[src/rtl/cci_mpf_throttle_pkg.sv]
// Shared types and defaults for the c0 read throttle shim.
//   t_throttle_state : issue FSM states
//   credit_cnt_width : width needed to hold 0..MAX_OUTSTANDING
//   DEF_*            : default parameter values
package cci_mpf_throttle_pkg;

  typedef enum logic [1:0] {
    IDLE    = 2'd0,  // FIFO empty, nothing to issue
    ISSUE   = 2'd1,  // FIFO holds requests and nothing is blocking
    BLOCKED = 2'd2   // MPF almost-full or credits exhausted
  } t_throttle_state;

  localparam int DEF_REQ_WIDTH       = 64;
  localparam int DEF_RSP_WIDTH       = 528;
  localparam int DEF_MAX_OUTSTANDING = 128;
  localparam int DEF_FIFO_DEPTH      = 16;
  localparam int DEF_ALMFULL_SLACK   = 8;

  function automatic int credit_cnt_width(input int max_outstanding);
    return $clog2(max_outstanding + 1);
  endfunction

endpackage

[src/rtl/cci_mpf_shim_rd_throttle_if.sv]
// c0 read channel bundle between AFU, throttle shim and MPF.
//   slave  : the shim's view (takes AFU requests and MPF responses)
//   master : the environment's view (AFU + MPF side)
interface cci_mpf_shim_rd_throttle_if
  import cci_mpf_throttle_pkg::*;
#(
  parameter int REQ_WIDTH = DEF_REQ_WIDTH,
  parameter int RSP_WIDTH = DEF_RSP_WIDTH
);
  logic                 afu_c0_req_valid;
  logic [REQ_WIDTH-1:0] afu_c0_req;
  logic                 afu_c0_almfull;
  logic                 mpf_c0_req_valid;
  logic [REQ_WIDTH-1:0] mpf_c0_req;
  logic                 mpf_c0_almfull;
  logic                 mpf_c0_rsp_valid;
  logic [RSP_WIDTH-1:0] mpf_c0_rsp;
  logic                 afu_c0_rsp_valid;
  logic [RSP_WIDTH-1:0] afu_c0_rsp;

  modport slave (
    input  afu_c0_req_valid, afu_c0_req, mpf_c0_almfull, mpf_c0_rsp_valid, mpf_c0_rsp,
    output afu_c0_almfull, mpf_c0_req_valid, mpf_c0_req, afu_c0_rsp_valid, afu_c0_rsp
  );

  modport master (
    output afu_c0_req_valid, afu_c0_req, mpf_c0_almfull, mpf_c0_rsp_valid, mpf_c0_rsp,
    input  afu_c0_almfull, mpf_c0_req_valid, mpf_c0_req, afu_c0_rsp_valid, afu_c0_rsp
  );
endinterface

[src/rtl/cci_mpf_throttle_fifo.sv]
// Skid FIFO for read request headers (LUTRAM storage, asynchronous head read).
//   clk, reset   : clock, synchronous active-high reset
//   enq_i        : write enq_data_i (dropped if full)
//   deq_i        : pop the head (ignored if empty)
//   deq_data_o   : current head entry
//   count_next_o : occupancy after this cycle's enqueue/dequeue
//   empty_o      : no entries held
module cci_mpf_throttle_fifo #(
  parameter int WIDTH = 64,
  parameter int DEPTH = 16
) (
  input  logic                     clk,
  input  logic                     reset,
  input  logic                     enq_i,
  input  logic [WIDTH-1:0]         enq_data_i,
  input  logic                     deq_i,
  output logic [WIDTH-1:0]         deq_data_o,
  output logic [$clog2(DEPTH):0]   count_next_o,
  output logic                     empty_o
);
  localparam int AW = $clog2(DEPTH);
  localparam int CW = AW + 1;

  logic [WIDTH-1:0] mem_q [DEPTH];
  logic [AW-1:0]    wr_ptr_q, rd_ptr_q;
  logic [CW-1:0]    count_q, count_d;
  logic             full, do_enq, do_deq;

  assign full    = (count_q == CW'(DEPTH));
  assign empty_o = (count_q == '0);
  assign do_enq  = enq_i && !full;
  assign do_deq  = deq_i && !empty_o;
  assign count_d = count_q + CW'(do_enq) - CW'(do_deq);

  assign deq_data_o   = mem_q[rd_ptr_q];
  assign count_next_o = count_d;

  // NOTE: state is updated with non-blocking assignments so every register
  // samples the pre-edge values, independent of statement order.
  always_ff @(posedge clk) begin
    if (reset) begin
      wr_ptr_q <= '0;
      rd_ptr_q <= '0;
      count_q  <= '0;
    end else begin
      // Pointers are AW bits wide, so they wrap modulo DEPTH on their own.
      if (do_enq) wr_ptr_q <= wr_ptr_q + 1'b1;
      if (do_deq) rd_ptr_q <= rd_ptr_q + 1'b1;
      count_q <= count_d;
    end
  end

  // NOTE: storage has no reset; the count and pointers alone define which
  // entries are valid, and a reset port would stop LUTRAM mapping.
  always_ff @(posedge clk) begin
    if (do_enq) mem_q[wr_ptr_q] <= enq_data_i;
  end

`ifndef SYNTHESIS
  a_no_overflow: assert property (@(posedge clk) disable iff (reset) !(enq_i && full))
    else $error("read request written into a full throttle FIFO; request dropped");
`endif

endmodule

[src/rtl/cci_mpf_shim_rd_throttle.sv]
// Caps outstanding c0 reads into MPF at MAX_OUTSTANDING. AFU requests land in a
// skid FIFO (almost-full back-pressure), issue one per cycle while credits and MPF
// allow, and each in-order MPF response is forwarded (1 cycle) and returns a credit.
//   clk, reset   : clock, synchronous active-high reset
//   bus          : c0 request/response channel (slave modport)
//   rd_in_flight : reads issued to MPF and not yet answered
//   stall_cycles : saturating count of cycles with queued requests but no issue
module cci_mpf_shim_rd_throttle
  import cci_mpf_throttle_pkg::*;
#(
  parameter int REQ_WIDTH       = DEF_REQ_WIDTH,
  parameter int RSP_WIDTH       = DEF_RSP_WIDTH,
  parameter int MAX_OUTSTANDING = DEF_MAX_OUTSTANDING,
  parameter int FIFO_DEPTH      = DEF_FIFO_DEPTH,
  parameter int ALMFULL_SLACK   = DEF_ALMFULL_SLACK
) (
  input  logic                                          clk,
  input  logic                                          reset,
  cci_mpf_shim_rd_throttle_if.slave                     bus,
  output logic [credit_cnt_width(MAX_OUTSTANDING)-1:0]  rd_in_flight,
  output logic [31:0]                                   stall_cycles
);
  localparam int IFW   = credit_cnt_width(MAX_OUTSTANDING);
  localparam int CNT_W = $clog2(FIFO_DEPTH) + 1;

  logic [REQ_WIDTH-1:0] fifo_head;
  logic [CNT_W-1:0]     fifo_count_d;
  logic                 fifo_empty;

  t_throttle_state      state_q;
  logic                 pop, drained_next, blocked_next;
  logic [IFW-1:0]       in_flight_q, in_flight_d;
  logic [31:0]          stall_q, stall_d;
  logic                 almfull_q, req_valid_q, rsp_valid_q;
  logic [REQ_WIDTH-1:0] req_q;
  logic [RSP_WIDTH-1:0] rsp_q;

  cci_mpf_throttle_fifo #(.WIDTH(REQ_WIDTH), .DEPTH(FIFO_DEPTH)) u_fifo (
    .clk          (clk),
    .reset        (reset),
    .enq_i        (bus.afu_c0_req_valid),
    .enq_data_i   (bus.afu_c0_req),
    .deq_i        (pop),
    .deq_data_o   (fifo_head),
    .count_next_o (fifo_count_d),
    .empty_o      (fifo_empty)
  );

  // The FSM state is a registered summary; the live almfull and credit terms
  // are re-checked here so a release takes effect in the same cycle.
  assign pop = (state_q != IDLE) && !fifo_empty && !bus.mpf_c0_almfull &&
               (in_flight_q < IFW'(MAX_OUTSTANDING));

  // NOTE: every always_comb output gets a default first, so no path leaves it
  // unassigned and no latch is inferred.
  always_comb begin
    in_flight_d = in_flight_q;
    if (pop && !bus.mpf_c0_rsp_valid) begin
      in_flight_d = in_flight_q + IFW'(1);
    end else if (!pop && bus.mpf_c0_rsp_valid && in_flight_q != '0) begin
      // A response with nothing in flight is stale (pre-reset): hold at 0.
      in_flight_d = in_flight_q - IFW'(1);
    end

    stall_d = stall_q;
    if (!fifo_empty && !pop && stall_q != '1) stall_d = stall_q + 32'd1;
  end

  assign drained_next = (fifo_count_d == '0);
  assign blocked_next = bus.mpf_c0_almfull || (in_flight_d >= IFW'(MAX_OUTSTANDING));

  always_ff @(posedge clk) begin
    if (reset) begin
      state_q <= IDLE;
    end else begin
      case (state_q)
        IDLE:    if (!drained_next) state_q <= blocked_next ? BLOCKED : ISSUE;
        ISSUE:   if (drained_next) state_q <= IDLE;
                 else if (blocked_next) state_q <= BLOCKED;
        BLOCKED: if (drained_next) state_q <= IDLE;
                 else if (!blocked_next) state_q <= ISSUE;
        default: state_q <= IDLE;
      endcase
    end
  end

  always_ff @(posedge clk) begin
    if (reset) begin
      almfull_q   <= 1'b1;
      req_valid_q <= 1'b0;
      rsp_valid_q <= 1'b0;
      in_flight_q <= '0;
      stall_q     <= '0;
    end else begin
      almfull_q   <= (fifo_count_d >= CNT_W'(FIFO_DEPTH - ALMFULL_SLACK));
      req_valid_q <= pop;
      rsp_valid_q <= bus.mpf_c0_rsp_valid;
      in_flight_q <= in_flight_d;
      stall_q     <= stall_d;
    end
  end

  // Payload registers are qualified by their valids and need no reset.
  always_ff @(posedge clk) begin
    if (pop) req_q <= fifo_head;
    rsp_q <= bus.mpf_c0_rsp;
  end

  assign bus.afu_c0_almfull   = almfull_q;
  assign bus.mpf_c0_req_valid = req_valid_q;
  assign bus.mpf_c0_req       = req_q;
  assign bus.afu_c0_rsp_valid = rsp_valid_q;
  assign bus.afu_c0_rsp       = rsp_q;
  assign rd_in_flight         = in_flight_q;
  assign stall_cycles         = stall_q;

`ifndef SYNTHESIS
  always @(posedge clk) begin
    if (!reset && bus.mpf_c0_rsp_valid && in_flight_q == '0)
      $warning("stale c0 read response with no reads in flight; forwarded");
  end

  a_credit_cap: assert property (@(posedge clk) disable iff (reset)
    in_flight_q <= IFW'(MAX_OUTSTANDING))
    else $error("rd_in_flight above MAX_OUTSTANDING");
`endif

endmodule

[src/flat_wrapper.sv]
// flat-port wrapper written by rule: the top's interface ports become plain ports
module cci_mpf_shim_rd_throttle_flat import cci_mpf_throttle_pkg::*;
#(
  parameter int REQ_WIDTH       = DEF_REQ_WIDTH,
  parameter int RSP_WIDTH       = DEF_RSP_WIDTH,
  parameter int MAX_OUTSTANDING = DEF_MAX_OUTSTANDING,
  parameter int FIFO_DEPTH      = DEF_FIFO_DEPTH,
  parameter int ALMFULL_SLACK   = DEF_ALMFULL_SLACK
)
  (clk, reset, rd_in_flight, stall_cycles, bus_afu_c0_req_valid, bus_afu_c0_req, bus_mpf_c0_almfull, bus_mpf_c0_rsp_valid, bus_mpf_c0_rsp, bus_afu_c0_almfull, bus_mpf_c0_req_valid, bus_mpf_c0_req, bus_afu_c0_rsp_valid, bus_afu_c0_rsp);
  cci_mpf_shim_rd_throttle_if #(.REQ_WIDTH(REQ_WIDTH), .RSP_WIDTH(RSP_WIDTH)) bus_i ();
  input  logic clk;
  input  logic reset;
  output logic [credit_cnt_width(MAX_OUTSTANDING)-1:0] rd_in_flight;
  output logic [31:0] stall_cycles;
  input wire logic [$bits(bus_i.afu_c0_req_valid)-1:0] bus_afu_c0_req_valid;
  input wire logic [$bits(bus_i.afu_c0_req)-1:0] bus_afu_c0_req;
  input wire logic [$bits(bus_i.mpf_c0_almfull)-1:0] bus_mpf_c0_almfull;
  input wire logic [$bits(bus_i.mpf_c0_rsp_valid)-1:0] bus_mpf_c0_rsp_valid;
  input wire logic [$bits(bus_i.mpf_c0_rsp)-1:0] bus_mpf_c0_rsp;
  output wire logic [$bits(bus_i.afu_c0_almfull)-1:0] bus_afu_c0_almfull;
  output wire logic [$bits(bus_i.mpf_c0_req_valid)-1:0] bus_mpf_c0_req_valid;
  output wire logic [$bits(bus_i.mpf_c0_req)-1:0] bus_mpf_c0_req;
  output wire logic [$bits(bus_i.afu_c0_rsp_valid)-1:0] bus_afu_c0_rsp_valid;
  output wire logic [$bits(bus_i.afu_c0_rsp)-1:0] bus_afu_c0_rsp;
  assign bus_i.afu_c0_req_valid = bus_afu_c0_req_valid;
  assign bus_i.afu_c0_req = bus_afu_c0_req;
  assign bus_i.mpf_c0_almfull = bus_mpf_c0_almfull;
  assign bus_i.mpf_c0_rsp_valid = bus_mpf_c0_rsp_valid;
  assign bus_i.mpf_c0_rsp = bus_mpf_c0_rsp;
  assign bus_afu_c0_almfull = bus_i.afu_c0_almfull;
  assign bus_mpf_c0_req_valid = bus_i.mpf_c0_req_valid;
  assign bus_mpf_c0_req = bus_i.mpf_c0_req;
  assign bus_afu_c0_rsp_valid = bus_i.afu_c0_rsp_valid;
  assign bus_afu_c0_rsp = bus_i.afu_c0_rsp;
  cci_mpf_shim_rd_throttle #(.REQ_WIDTH(REQ_WIDTH), .RSP_WIDTH(RSP_WIDTH), .MAX_OUTSTANDING(MAX_OUTSTANDING), .FIFO_DEPTH(FIFO_DEPTH), .ALMFULL_SLACK(ALMFULL_SLACK)) u_core (.clk(clk), .reset(reset), .bus(bus_i), .rd_in_flight(rd_in_flight), .stall_cycles(stall_cycles));
endmodule
[config.mk]
export PLATFORM = sky130hd
export DESIGN_NAME = cci_mpf_shim_rd_throttle_flat
export DESIGN_NICKNAME = d
export VERILOG_FILES = /design/src/rtl/cci_mpf_throttle_pkg.sv /design/src/rtl/cci_mpf_shim_rd_throttle_if.sv /design/src/rtl/cci_mpf_throttle_fifo.sv /design/src/rtl/cci_mpf_shim_rd_throttle.sv /design/src/flat_wrapper.sv
export SDC_FILE = /design/constraint.sdc
export NUM_CORES = 1
export LEC_CHECK = 0
export BUFFER_PORTS_ARGS = -buffer_cell sky130_fd_sc_hd__buf_4
export CORE_AREA = 2 2 483 485
export CTS_BUF_LIST = sky130_fd_sc_hd__clkbuf_4
export DETAILED_ROUTE_END_ITERATION = 8
export DIE_AREA = 0 0 485 487
export PLACE_DENSITY = 0.45
export SYNTH_ARGS = -nofsm -noshare
export SYNTH_HDL_FRONTEND = slang
export SYNTH_HIERARCHICAL = 1
export SYNTH_SLANG_ARGS = --single-unit
[constraint.sdc]
create_clock -name clk -period 9.25 [get_ports clk]
set_input_delay 1.85 -clock clk [delete_from_list [all_inputs] [get_ports clk]]
set_output_delay 1.85 -clock clk [all_outputs]
set_load 0.005 [all_outputs]
# [After elaboration in Yosys (flattened, before gate mapping)]
# Memory sizes are Yosys's and may differ from the RTL's. A register that Yosys moved wholly into a read port is not among the register bits.
# Cells that the tools add are included.
[classes] addsub=7 n_mul=0 div=0 magnitude_cmp=3 n_eq_ne=7 shifts=0 mux=11 bitwise_logic=0 n_reduce_logical=22
[ops] op="$add 32x1->32 const B" count=1
[ops] op="$ne 32x32->1 const B" count=1
[ops] op="$mux 8" count=2
[ops] op="$mux 2" count=6
[ops] op="$logic_and 1x1->1" count=10
[ops] op="$logic_not 5->1" count=2
[ops] op="$add 4x1->4 const B" count=2
[ops] op="$add 8x1->8 const B" count=1
[ops] op="$ge 8x8->1 const B" count=1
[ops] op="$lt 8x8->1 const B" count=1
[ops] op="$reduce_bool 8->1" count=1
[ops] op="$sub 8x1->8 const B" count=1
[ops] op="$pmux 2 s3" count=1
[ops] op="$add 5x1->5" count=1
[ops] op="$eq 5x5->1 const B" count=1
[ops] op="$ge 5x4->1 const B" count=1
[ops] op="$logic_not 1->1" count=5
[ops] op="$sub 5x1->5" count=1
[ops] op="$ne 3x1->1 const B" count=1
[ops] op="$ne 3x2->1 const B" count=1
[ops] op="$reduce_and 3->1" count=1
[ops] op="$eq 2x1->1 const B" count=1
[ops] op="$eq 2x2->1 const B" count=1
[ops] op="$logic_not 2->1" count=1
[ops] op="4 further kinds" count=5
[totals] register_bits=586 latch_bits=0 mem_bits_rw=1024 mem_bits_ro=0 wordCells=61 n_memories=1
[mem_list] name="u_core.u_fifo.mem_q" words=16 word_bits=64 rd=1 rd_clocked_by_memory_dff=1 write_ports=1 line="cci_mpf_throttle_fifo.sv:24" text="logic [WIDTH-1:0] mem_q [DEPTH];"

# [Logic depth before layout (Yosys ltp)]
# Gate-level depths: netlist (run 1).
[logic_depth] ltp_word=15 ltp_mapped=19 ltp_nobuf=19

# [Modules after synthesis]
# Netlist (run 1), hierarchy kept.
[by_module_without_submodules] module="cci_mpf_throttle_fifo" instances=1 cells_each=1666 area_per_inst_um2=39118.8 seq_area_each_um2=31089.8
[by_module_without_submodules] module="cci_mpf_shim_rd_throttle" instances=1 cells_each=878 area_per_inst_um2=14855.5 seq_area_each_um2=13392.8

# [Worst setup path before layout (run 1)]
# No wires, ideal clock.
[synth_timing] path_kind="input to register" start="input port bus_afu_c0_req_valid" end="memory u_core.u_fifo.mem_q[0][0], enable pin" setup_time_ns=0.644 arrival_time_ns=8.106 required_ns=8.606 path_slack_ns=0.499 path_stages=2 n_path_buf=0 path_cell_list="nand2_1 > nor4_1"
[synth_between] elab_chain_cells=3
[synth_rtl] item="start: declaration" line="flat_wrapper.sv:16" text="input wire logic [$bits(bus_i.afu_c0_req_valid)-1:0] bus_afu_c0_req_valid;"
[synth_rtl] item="$logic_and 1x1->1" line="cci_mpf_throttle_fifo.sv:31" text="assign do_enq = enq_i && !full;"
[synth_rtl] item="$mux 1" line="cci_mpf_throttle_fifo.sv:56" text="if (do_enq) mem_q[wr_ptr_q] <= enq_data_i;"
[synth_rtl] item="$mux 1 (not written as such)" line="cci_mpf_throttle_fifo.sv:56"
[synth_rtl] item="end: declaration" line="cci_mpf_throttle_fifo.sv:24"
# No other way between the ends.

# [Worst setup path after layout (run 1)]
[layout_timing] start="register u_core.u_fifo.count_q[3]" end="register u_core.state_q[1]"
[layout_between] word_cells_on_any_way=29
[layout_lines] item="start: declaration" line="cci_mpf_throttle_fifo.sv:26" text="logic [CW-1:0] count_q, count_d;"
[layout_lines] item="start signal: assignment" line="cci_mpf_throttle_fifo.sv:49" text="count_q <= count_d;"
[layout_lines] item="$logic_not 5->1 *" line="cci_mpf_throttle_fifo.sv:30" text="assign empty_o = (count_q == '0);"
[layout_lines] item="named net u_core.fifo_empty" line="cci_mpf_shim_rd_throttle.sv:28" text="logic fifo_empty;"
[layout_lines] item="$logic_not 1->1 *" line="cci_mpf_shim_rd_throttle.sv:51" text="assign pop = (state_q != IDLE) && !fifo_empty && !bus.mpf_c0_almfull &&"
[layout_lines] item="$logic_and 1x1->1 * (3 in a row)" line="cci_mpf_shim_rd_throttle.sv:51"
[layout_lines] item="named net u_core.pop" line="cci_mpf_shim_rd_throttle.sv:31" text="logic pop, drained_next, blocked_next;"
[layout_lines] item="$logic_and 1x1->1 *" line="cci_mpf_throttle_fifo.sv:32" text="assign do_deq = deq_i && !empty_o;"
[layout_lines] item="$sub 5x1->5 *" line="cci_mpf_throttle_fifo.sv:33" text="assign count_d = count_q + CW'(do_enq) - CW'(do_deq);"
[layout_lines] item="named net u_core.fifo_count_d[4]" line="cci_mpf_shim_rd_throttle.sv:27" text="logic [CNT_W-1:0] fifo_count_d;"
[layout_lines] item="$logic_not 5->1 *" line="cci_mpf_shim_rd_throttle.sv:69" text="assign drained_next = (fifo_count_d == '0);"
[layout_lines] item="$ne 3x2->1 (no source line) (tied with other cells)"
[layout_lines] item="$reduce_and 3->1 (no source line) or $pmux 2 s3 (tied branches)"
[layout_lines] item="end signal: assignment" line="cci_mpf_shim_rd_throttle.sv:77" text="IDLE: if (!drained_next) state_q <= blocked_next ? BLOCKED : ISSUE;"
[layout_lines] item="end: declaration" line="cci_mpf_shim_rd_throttle.sv:30" text="t_throttle_state state_q;"
# The timed path passes the listed nets; every way through them passes the cells marked *. The select of a mux whose other input is x is not followed.
# A chain may end at the register's enable or synchronous reset.

==> results_dict.tcl, run 1 <==
set metrics [dict create \
    outcome "complete, no violations" \
    min_path_type "flop to flop" \
    cts_sinks 1678 \
    grt_pass1_vias 32740 \
    netlist_instances 2544 \
    synth_common_cells "edfxtp_1 (1,088), dfxtp_1 (590), mux4_2 (256)" \
    grt_overflow 0 \
    synthesis.nets 3156 \
    areaGrowthSynthToFinish_pct 35.0 \
    cts.htree.levels 5 \
    synth_seq_area_share 0.824 \
    finalCritPeriodShare 0.503 \
    start_kind "flop" \
    finalMaxSlewViolations 0 \
    p_leak_nw 26.9 \
    cp-end-kind "flop" \
    ant_nets 0 \
    via_per_inst 4.06 \
    fin_crit_ns 4.66 \
    top_layer_used "met5" \
    yosysUniqueCellTypes 56 \
    finalPower_mw 17.5 \
    grt_max_degree 112 \
    drive_above_1_share 0.509 \
    relSlewSlack 0.358 \
    synth_top_area_cell "edfxtp_1" \
    drt-pass1-iter-count 5 \
    finalSetupTns_ns 0 \
    met2_length_mm 78.6 \
    cp.arrival_ns 5.79 \
    final_hold_viol_count 0 \
    setup_viol 0 \
    start_util 0.233 \
    cts_tree "done" \
    cp.required_ns 10.39 \
    first_iter_violations 1549 \
    wl_mm 161 \
    synth_edf_count 1088 \
    vias 30800 \
    wl_per_cell_um 21.2 \
    io_pins 1232 \
    clock.fmax_ghz 0.215 \
    clk_latency_ns 1.40 \
    cts-root-buf "clkbuf_4" \
    m1WireLength_mm 62.6 \
    ctsResizeCount 0 \
    die_area_um2 236000 \
    die_x_um 485 \
    clkTransAtPathRegs_ns 0.07 \
    irDropWorstVdd_v 0.000161 \
    final_nets 4801 \
    die_h_um 487 \
    tightest_slew_ns 0.963 \
    clock_path_buffers 4 \
    place_hpwl_mm 101 \
    finalClockSkew_ns 0.106 \
    io_buffers 1231 \
    rsz0062_at_grt "no" \
    gp_congestion 0.748 \
    dr_wl_met3_mm 16.2 \
    core_area_um2 231000 \
    cts_buffers 469 \
    post_cts_buffers 0 \
    synth_top_area_share 0.605 \
    synth_area_um2 54000 \
    worstSetupPathType "flop to flop" \
    cap_violations 0 \
    grt_pass1_wl_mm 227 \
    cts_hold_buf 0 \
    crit_fanout 32 \
    post-synth-top-count-cell "edfxtp_1" \
    yosys-top-cells-area "edfxtp_1 (61%), dfxtp_1 (22%), mux4_2 (11%), a22oi_1 (1.8%), nand2_1 (0.56%)" \
    yosys_warnings 6 \
    syn_avg_cell_area_um2 21.2 \
    drc 0 \
    ys_ff_latch 1678 \
    rows 177 \
    async_flop_share 0 \
    grt_use_total 0.132 \
    powerDensity_nw_per_um2 240 \
    synth_flop_cell "edfxtp_1" \
    antenna_found_initial 36 \
]
-- layout make-up --
| cell class | instances | area (um2) |
|---|---|---|
| fillers | 22955 | 159000 |
| flip-flops and latches | 1678 | 44500 |
| repair buffers | 1272 | 9590 |
| multi-input cells | 744 | 9000 |
| clock buffers | 709 | 5320 |
| well taps | 3043 | 3810 |
| clock inverters | 104 | 514 |
| inverters | 24 | 92.6 |
| diodes | 9 | 22.5 |
-- power by group --
| part | internal (mW) | total (mW) | switching [mW] |
|---|---|---|---|
| clock | 3.54 | 6.63 | 3.09 |
| sequential | 8.42 | 8.61 | 0.194 |
| combinational | 1.17 | 2.24 | 1.07 |
| total | 13.1 | 17.5 | 4.36 |
-- per-stage QoR --
step / cell area, um2 / utilization / instances / hold slack, ns / worst slack [ns]
global route: 72800 / 0.315 / 7579 / 0.384 / 4.29
global placement: 67000 / 0.289 / 6761 / 0.475 / 3.68
detailed placement: 67000 / 0.289 / 6761 / 0.489 / 3.70
floorplan: 54000 / - / 2544 / 0.463 / 0.499
CTS: 72800 / 0.315 / 7574 / 0.317 / 4.53
finish: 72800 / 0.315 / 7583 / 0.503 / 4.59
-- per-layer routing --
metal,GRT usage,vias up
li1,-,13730
met2,0.218,1358
met3,0.0601,338
met5,0,-
met1,0.151,15354
met4,0.0402,20
-- cells in the final DEF (no fill, tap or decap), types with 9 or more instances in the layout --
cell type	n
nand2_1	81
clkinv_2	22
clkinv_1	74
ha_1	14
buf_4	1269
dfxtp_1	588
nand3_1	20
edfxtp_1	1088
and2_4	9
a21oi_1	36
or3_1	20
inv_1	23
clkbuf_4	709
mux4_2	256
nor2_1	22
diode_2	9
nor2b_1	11
or4_1	9
a22oi_1	128
o21ai_0	24
-- worst max-delay path, cell delays in order, from the launching register on --
cell      delay (ns)
dfxtp_1         0.32
inv_1           0.08
ha_1            0.16
or4b_2          0.70
inv_1           0.26
inv_1           0.11
nand3_1         0.17
inv_4           0.20
nand2_1         0.19
inv_1           0.06
ha_1            0.27
inv_1           0.05
ha_1            0.20
fa_1            0.44
a21oi_1         0.16
o21bai_1        0.09
xnor2_1         0.15
or4_1           0.54
o21ai_0         0.25
a221oi_1        0.08
-- sequential cells by signal, indices dropped and copies added, names as in the netlist, named ones only --
register and cells:
u_core/u_fifo/wr_ptr_q 4, u_core/bus.afu_c0_rsp_valid 1, u_core/u_fifo/rd_ptr_q 4, u_core/u_fifo/count_q 5, u_core/u_fifo/mem_q 1024, u_core/stall_cycles 32, u_core/bus.afu_c0_rsp 528, u_core/bus.mpf_c0_req_valid 1
u_core/state_q 2, u_core/bus.mpf_c0_req 64, u_core/rd_in_flight 8, u_core/bus.afu_c0_almfull 1
-- kinds of logic (layout without fill, tap and decap cells) --
group,count (synthesis),in the layout,synth area share
flops,1678,1678,0.824
simple gates,238,238,0.0234
fa+ha+maj,15,15,0.00362
xor+xnor,12,12,0.00195
mux,262,262,0.108
other cells,0,9,0
compound gates,217,217,0.0278
buf+inv,122,2109,0.0110
-- worst paths after layout --
path                                  start           endpoint  slack [ns]  cells after the start
hold / removal    u_core/u_fifo/rd_ptr_q[1]               flop        0.50                      2
setup / recovery   u_core/u_fifo/count_q[3]  u_core/state_q[1]        4.59                     19
hold reg to reg   u_core/u_fifo/rd_ptr_q[1]               flop        0.50                      2
setup reg to reg   u_core/u_fifo/count_q[3]  u_core/state_q[1]        4.59                     19
(Power assumes the default switching activity.)
==> inputs of run 2 (changes only) <==
==> constraint.sdc (replaced) <==
create_clock -name clk -period 4 [get_ports clk]
set_input_delay 0.8 -clock clk [delete_from_list [all_inputs] [get_ports clk]]
set_output_delay 0.8 -clock clk [all_outputs]
set_load 0.005 [all_outputs]
==> results_dict.tcl, run 2 (synthesis gave the netlist of run 1 again) <==
set metrics [dict create \
    outcome "complete, no violations" \
    finalClockSkew_ns 0.163 \
    path_buf_inv 6 \
    gp_congestion 0.772 \
    p_leak_nw 31.7 \
    irDropWorstVdd_v 0.000278 \
    cts_sinks 1678 \
    num-fill-cells 21897 \
    drc 0 \
    cp.arrival_ns 4.86 \
    antenna_found_initial 68 \
    start_util 0.233 \
    clock.fmax_ghz 0.273 \
    first_iter_violations 1548 \
    min_path_type "primary input to flop" \
    cts-root-buf "clkbuf_4" \
    areaGrowthSynthToFinish_pct 56.4 \
    finalMaxSlewViolations 0 \
    cp-end-kind "flop" \
    grt_overflow 0 \
    tightest_slew_ns 1.07 \
    cp.required_ns 5.20 \
    die_h_um 487 \
    layout_commonest_cell "buf_4" \
    io_buffers 1231 \
    die_x_um 485 \
    place_hpwl_mm 119 \
    drt-pass1-iter-count 5 \
    rsz0062_at_grt "no" \
    fin_crit_ns 3.67 \
    finalCritPeriodShare 0.916 \
    cts_buffers 467 \
    slowest_delay_ns 0.53 \
    wl_mm 193 \
    die_area_um2 236000 \
    grt_pass1_wl_mm 274 \
    powerDensity_nw_per_um2 494 \
    rrSetupSlack_ns 0.33 \
    cts_tree "done" \
    cap_violations 0 \
    crit_family "simple AND/OR/NAND/NOR gates" \
    start_kind "flop" \
    crit_chain "inv_2 -> ha_2 -> or4b_4 -> inv_6 -> inv_4 -> nand3_4 -> clkinvlp_4 -> nand2_2 -> inv_1 -> ha_1 -> inv_1 -> ha_2 -> fa_2 -> a21oi_2 -> o21bai_1 -> xnor2_1 -> or4_1 -> o21ai_1 -> a221oi_1" \
    crit_fanout 6 \
    final_nets 5926 \
    ant_nets 0 \
    fin_util 0.365 \
    cts.htree.levels 5 \
    worstSetupPathType "flop to flop" \
    clock_path_buffers 4 \
    largest_register "u_core/u_fifo/mem_q" \
    largest_reg_flops 1024 \
    relSlewSlack 0.281 \
    ctsResizeCount 0 \
    io_pins 1232 \
    vias 35843 \
    core_area_um2 231000 \
    clkTransAtPathRegs_ns 0.06 \
    cp_slowest_cell "or4b_4" \
    grt_use_total 0.159 \
    grt_pass1_vias 39379 \
    timing.hold.ws_ns 0.205 \
    via_per_inst 4.11 \
    drive_above_1_share 0.412 \
    final-seq-area_um2 44500 \
    multi_input_area_um2 9070 \
    wl_per_cell_um 22.1 \
    final_hold_viol_count 0 \
    layout_common_cells "buf_4 (1,277), edfxtp_1 (1,088), dlygate4sd3_1 (1,085), clkbuf_4 (670), dfxtp_1 (586)" \
    rows 177 \
    clk_latency_ns 1.41 \
    setup_viol 0 \
    grt_max_degree 65 \
]
run 2: cell count changes in the layout (fill, tap and decap cells not counted), sizes merged:
cell	delta
dlygate4sd3	+1085
buf	+42
clkbuf	-39
clkinv	+25
diode	+21
bufinv	+2
run 2: layer usage:
metal,vias up,part of all wire,GRT usage
li1,16018,-,-
met2,1431,0.49,0.267
met1,17995,0.39,0.183
met3,379,0.090,0.0682
met4,20,0.026,0.0518
met5,-,0.00063,0
run 2: final cells by class:
type / instances / share of cell area
diodes: 30 / 0.000889
clock buffers: 670 / 0.0596
clock inverters: 131 / 0.00787
inverters: 24 / 0.00120
multi-input cells: 744 / 0.107
flip-flops and latches: 1678 / 0.527
well taps: 3043 / 0.0451
repair buffers: 2399 / 0.251
run 2: timing repair:
item,CTS,global route
buffers inserted,0,0
endpoints found under the hold margin,1613,0
hold buffers,1085,0
run 2: final timing paths:
kind / startpoint / depth (start not counted) / endpoint
setup reg to reg: u_core/u_fifo/count_q[3] / 19 / u_core/state_q[1]
setup / recovery: u_core/u_fifo/count_q[3] / 19 / u_core/state_q[1]
hold / removal: bus_mpf_c0_rsp[361] / 2 / u_core/bus.afu_c0_rsp[361]
hold reg to reg: u_core/stall_cycles[27] / 2 / u_core/stall_cycles[27]
run 2: per-stage QoR:
stage | setup TNS [ns] | cells | setup WS, ns | total power [mW] | area, um2
global placement | 0 | 6803 | 0.252 | 26.1 | 67800
CTS | 0 | 8689 | 0.314 | 42.6 | 84400
floorplan | -270.18 | 2544 | -1.05 | 23.3 | 54100
detailed placement | 0 | 6803 | 0.323 | 26.1 | 67800
global route | 0 | 8709 | 0.0866 | 44.0 | 84400
finish | 0 | 8719 | 0.335 | 41.7 | 84400
run 2: where the power goes:
part | internal, mW | total, mW | switching, mW
logic | 3.57 | 6.58 | 3.01
registers | 19.5 | 19.9 | 0.449
clock network | 7.94 | 15.2 | 7.24
==> inputs of run 3 (changes only) <==
--- a/config.mk
+++ b/config.mk
@@ -11,6 +11,7 @@
 export DETAILED_ROUTE_END_ITERATION = 8
 export DIE_AREA = 0 0 485 487
 export PLACE_DENSITY = 0.45
+export RECOVER_POWER = 50
 export SYNTH_ARGS = -nofsm -noshare
 export SYNTH_HDL_FRONTEND = slang
 export SYNTH_HIERARCHICAL = 1
==> results_dict.tcl, run 3 (synthesis gave the netlist of run 1 again) <==
set metrics [dict create \
    antenna_found_initial 67 \
    cp.arrival_ns 4.79 \
    place_hpwl_mm 119 \
    die_x_um 485 \
    num-fill-cells 21976 \
    irDropWorstVdd_v 0.000277 \
    violations "capacitance limit, slew limit" \
    setup_viol 0 \
    start_util 0.233 \
    drt-pass1-iter-count 4 \
    cp_slowest_cell "dfxtp_1" \
    start_kind "flop" \
    via_per_inst 4.12 \
    areaGrowthSynthToFinish_pct 55.5 \
    clkTransAtPathRegs_ns 0.07 \
    ctsResizeCount 0 \
    finalMaxSlewViolations 263 \
    cts_buffers 467 \
    drc 0 \
    final_cells 8716 \
    timing.hold.ws_ns 0.223 \
    cts_sinks 1678 \
    crit_family "flip-flops" \
    cts_hold_buf 1085 \
    slowest_delay_ns 1.62 \
    largest_reg_flops 1024 \
    final_hold_viol_count 0 \
    p_leak_nw 31.2 \
    clock.fmax_ghz 0.268 \
    grt_use_total 0.159 \
    layout_commonest_cell "clkbuf_4" \
    dp_slack_ns 0.323 \
    tightest_slew_ns 1.94 \
    wl_mm 192 \
    setup_ws_ns 0.272 \
    crit_chain "buf_12 -> clkbuf_2 -> mux4_2 -> a22oi_1 -> nand2_1" \
    grt_pass1_wl_mm 274 \
    path_buf_inv 2 \
    layout_common_cells "clkbuf_4 (1,176), edfxtp_1 (1,088), dlygate4sd3_1 (1,085), buf_4 (678), dfxtp_1 (588)" \
    grt_max_degree 65 \
    worstSetupPathType "flop to flop" \
    finalClockSkew_ns 0.161 \
    relSlewSlack -0.294 \
    rsz0062_at_grt "no" \
    cap_violations 7 \
    die_h_um 487 \
    cp.required_ns 5.06 \
    cts_tree "done" \
    first_iter_violations 1599 \
    cp-end-kind "flop" \
    clock_path_buffers 4 \
    finalCritPeriodShare 0.932 \
    ant_nets 0 \
    place_inst 6803 \
    final_nets 5926 \
    powerDensity_nw_per_um2 495 \
    outcome "finished with violations" \
    fin_crit_ns 3.73 \
    rows 177 \
    grt_overflow 0 \
    wl_per_cell_um 22.1 \
    cts.htree.levels 5 \
    crit_fanout 39 \
    min_path_type "primary input to flop" \
    grt_pass1_vias 39379 \
    die_area_um2 236000 \
    largest_register "u_core/u_fifo/mem_q" \
    io_buffers 1231 \
    core_area_um2 231000 \
    drive_above_1_share 0.396 \
    gp_congestion 0.772 \
    io_pins 1232 \
    vias 35896 \
    clk_latency_ns 1.40 \
    cts-root-buf "clkbuf_4" \
    post_cts_buffers 0 \
]
[run 3: cell types whose count changed in the layout (fill, tap and decap cells not counted), moves of 2 or more]
cell and change:
clkbuf_4 +506, diode_2 -3, clkbuf_1 +89, clkbuf_2 +10
buf_4 -599, nor4_4 -2, buf_12 -6, dfxtp_1 +2
[run 3: path summary, 6_finish.rpt]
kind / from / cells past startpoint / endpoint / slack (ns)
worst min-delay path: bus_mpf_c0_rsp[442] / 2 / u_core/bus.afu_c0_rsp[442] / 0.22
worst max register to register: flop / 5 / u_core/bus.mpf_c0_req[4] / 0.27
worst max-delay path: flop / 5 / u_core/bus.mpf_c0_req[4] / 0.27
worst min register to register: u_core/stall_cycles[27] / 2 / u_core/stall_cycles[27] / 0.50
[run 3: worst register-to-register path, cell delays in order (launching register included)]
cell and delay (ns):
dfxtp_1 1.62, buf_12 0.36, clkbuf_2 0.66, mux4_2 0.43
a22oi_1 0.24, nand2_1 0.17
[run 3: metal layers]
metal  routed length, um  track usage  vias to the layer above
met5                  99            0                        -
met4                5210       0.0518                       18
met3               17300       0.0682                      375
met2               94700        0.267                     1435
met1               75000        0.183                    18047
li1                    -            -                    16021
[run 3: metrics by stage]
stage	area [um2]	TNS [ns]	total power, mW	util
finish	83900	0	41.6	0.363
global route	83900	0	43.9	0.363
CTS	84400	0	42.6	0.364
detailed placement	67800	0	26.1	0.293
global placement	67800	0	26.1	0.293
floorplan	54100	-270.18	23.3	-
[run 3: power by group]
group / internal (mW) / switching (mW) / leakage (nW)
sequential: 19.5 / 0.448 / 14.8
clock: 7.94 / 7.23 / 3.42
combinational: 3.49 / 2.98 / 13.0
[run 3: layout make-up]
class | count | area [um2] | share of cell area
sequential | 1678 | 44500 | 0.530
inverter | 24 | 101 | 0.00121
clock buffer | 670 | 5030 | 0.0599
clock inverter | 131 | 664 | 0.00791
tap | 3043 | 3810 | 0.0454
multi-input combinational | 744 | 9030 | 0.108
timing repair buffer | 2399 | 20800 | 0.247
antenna | 27 | 67.6 | 0.000805
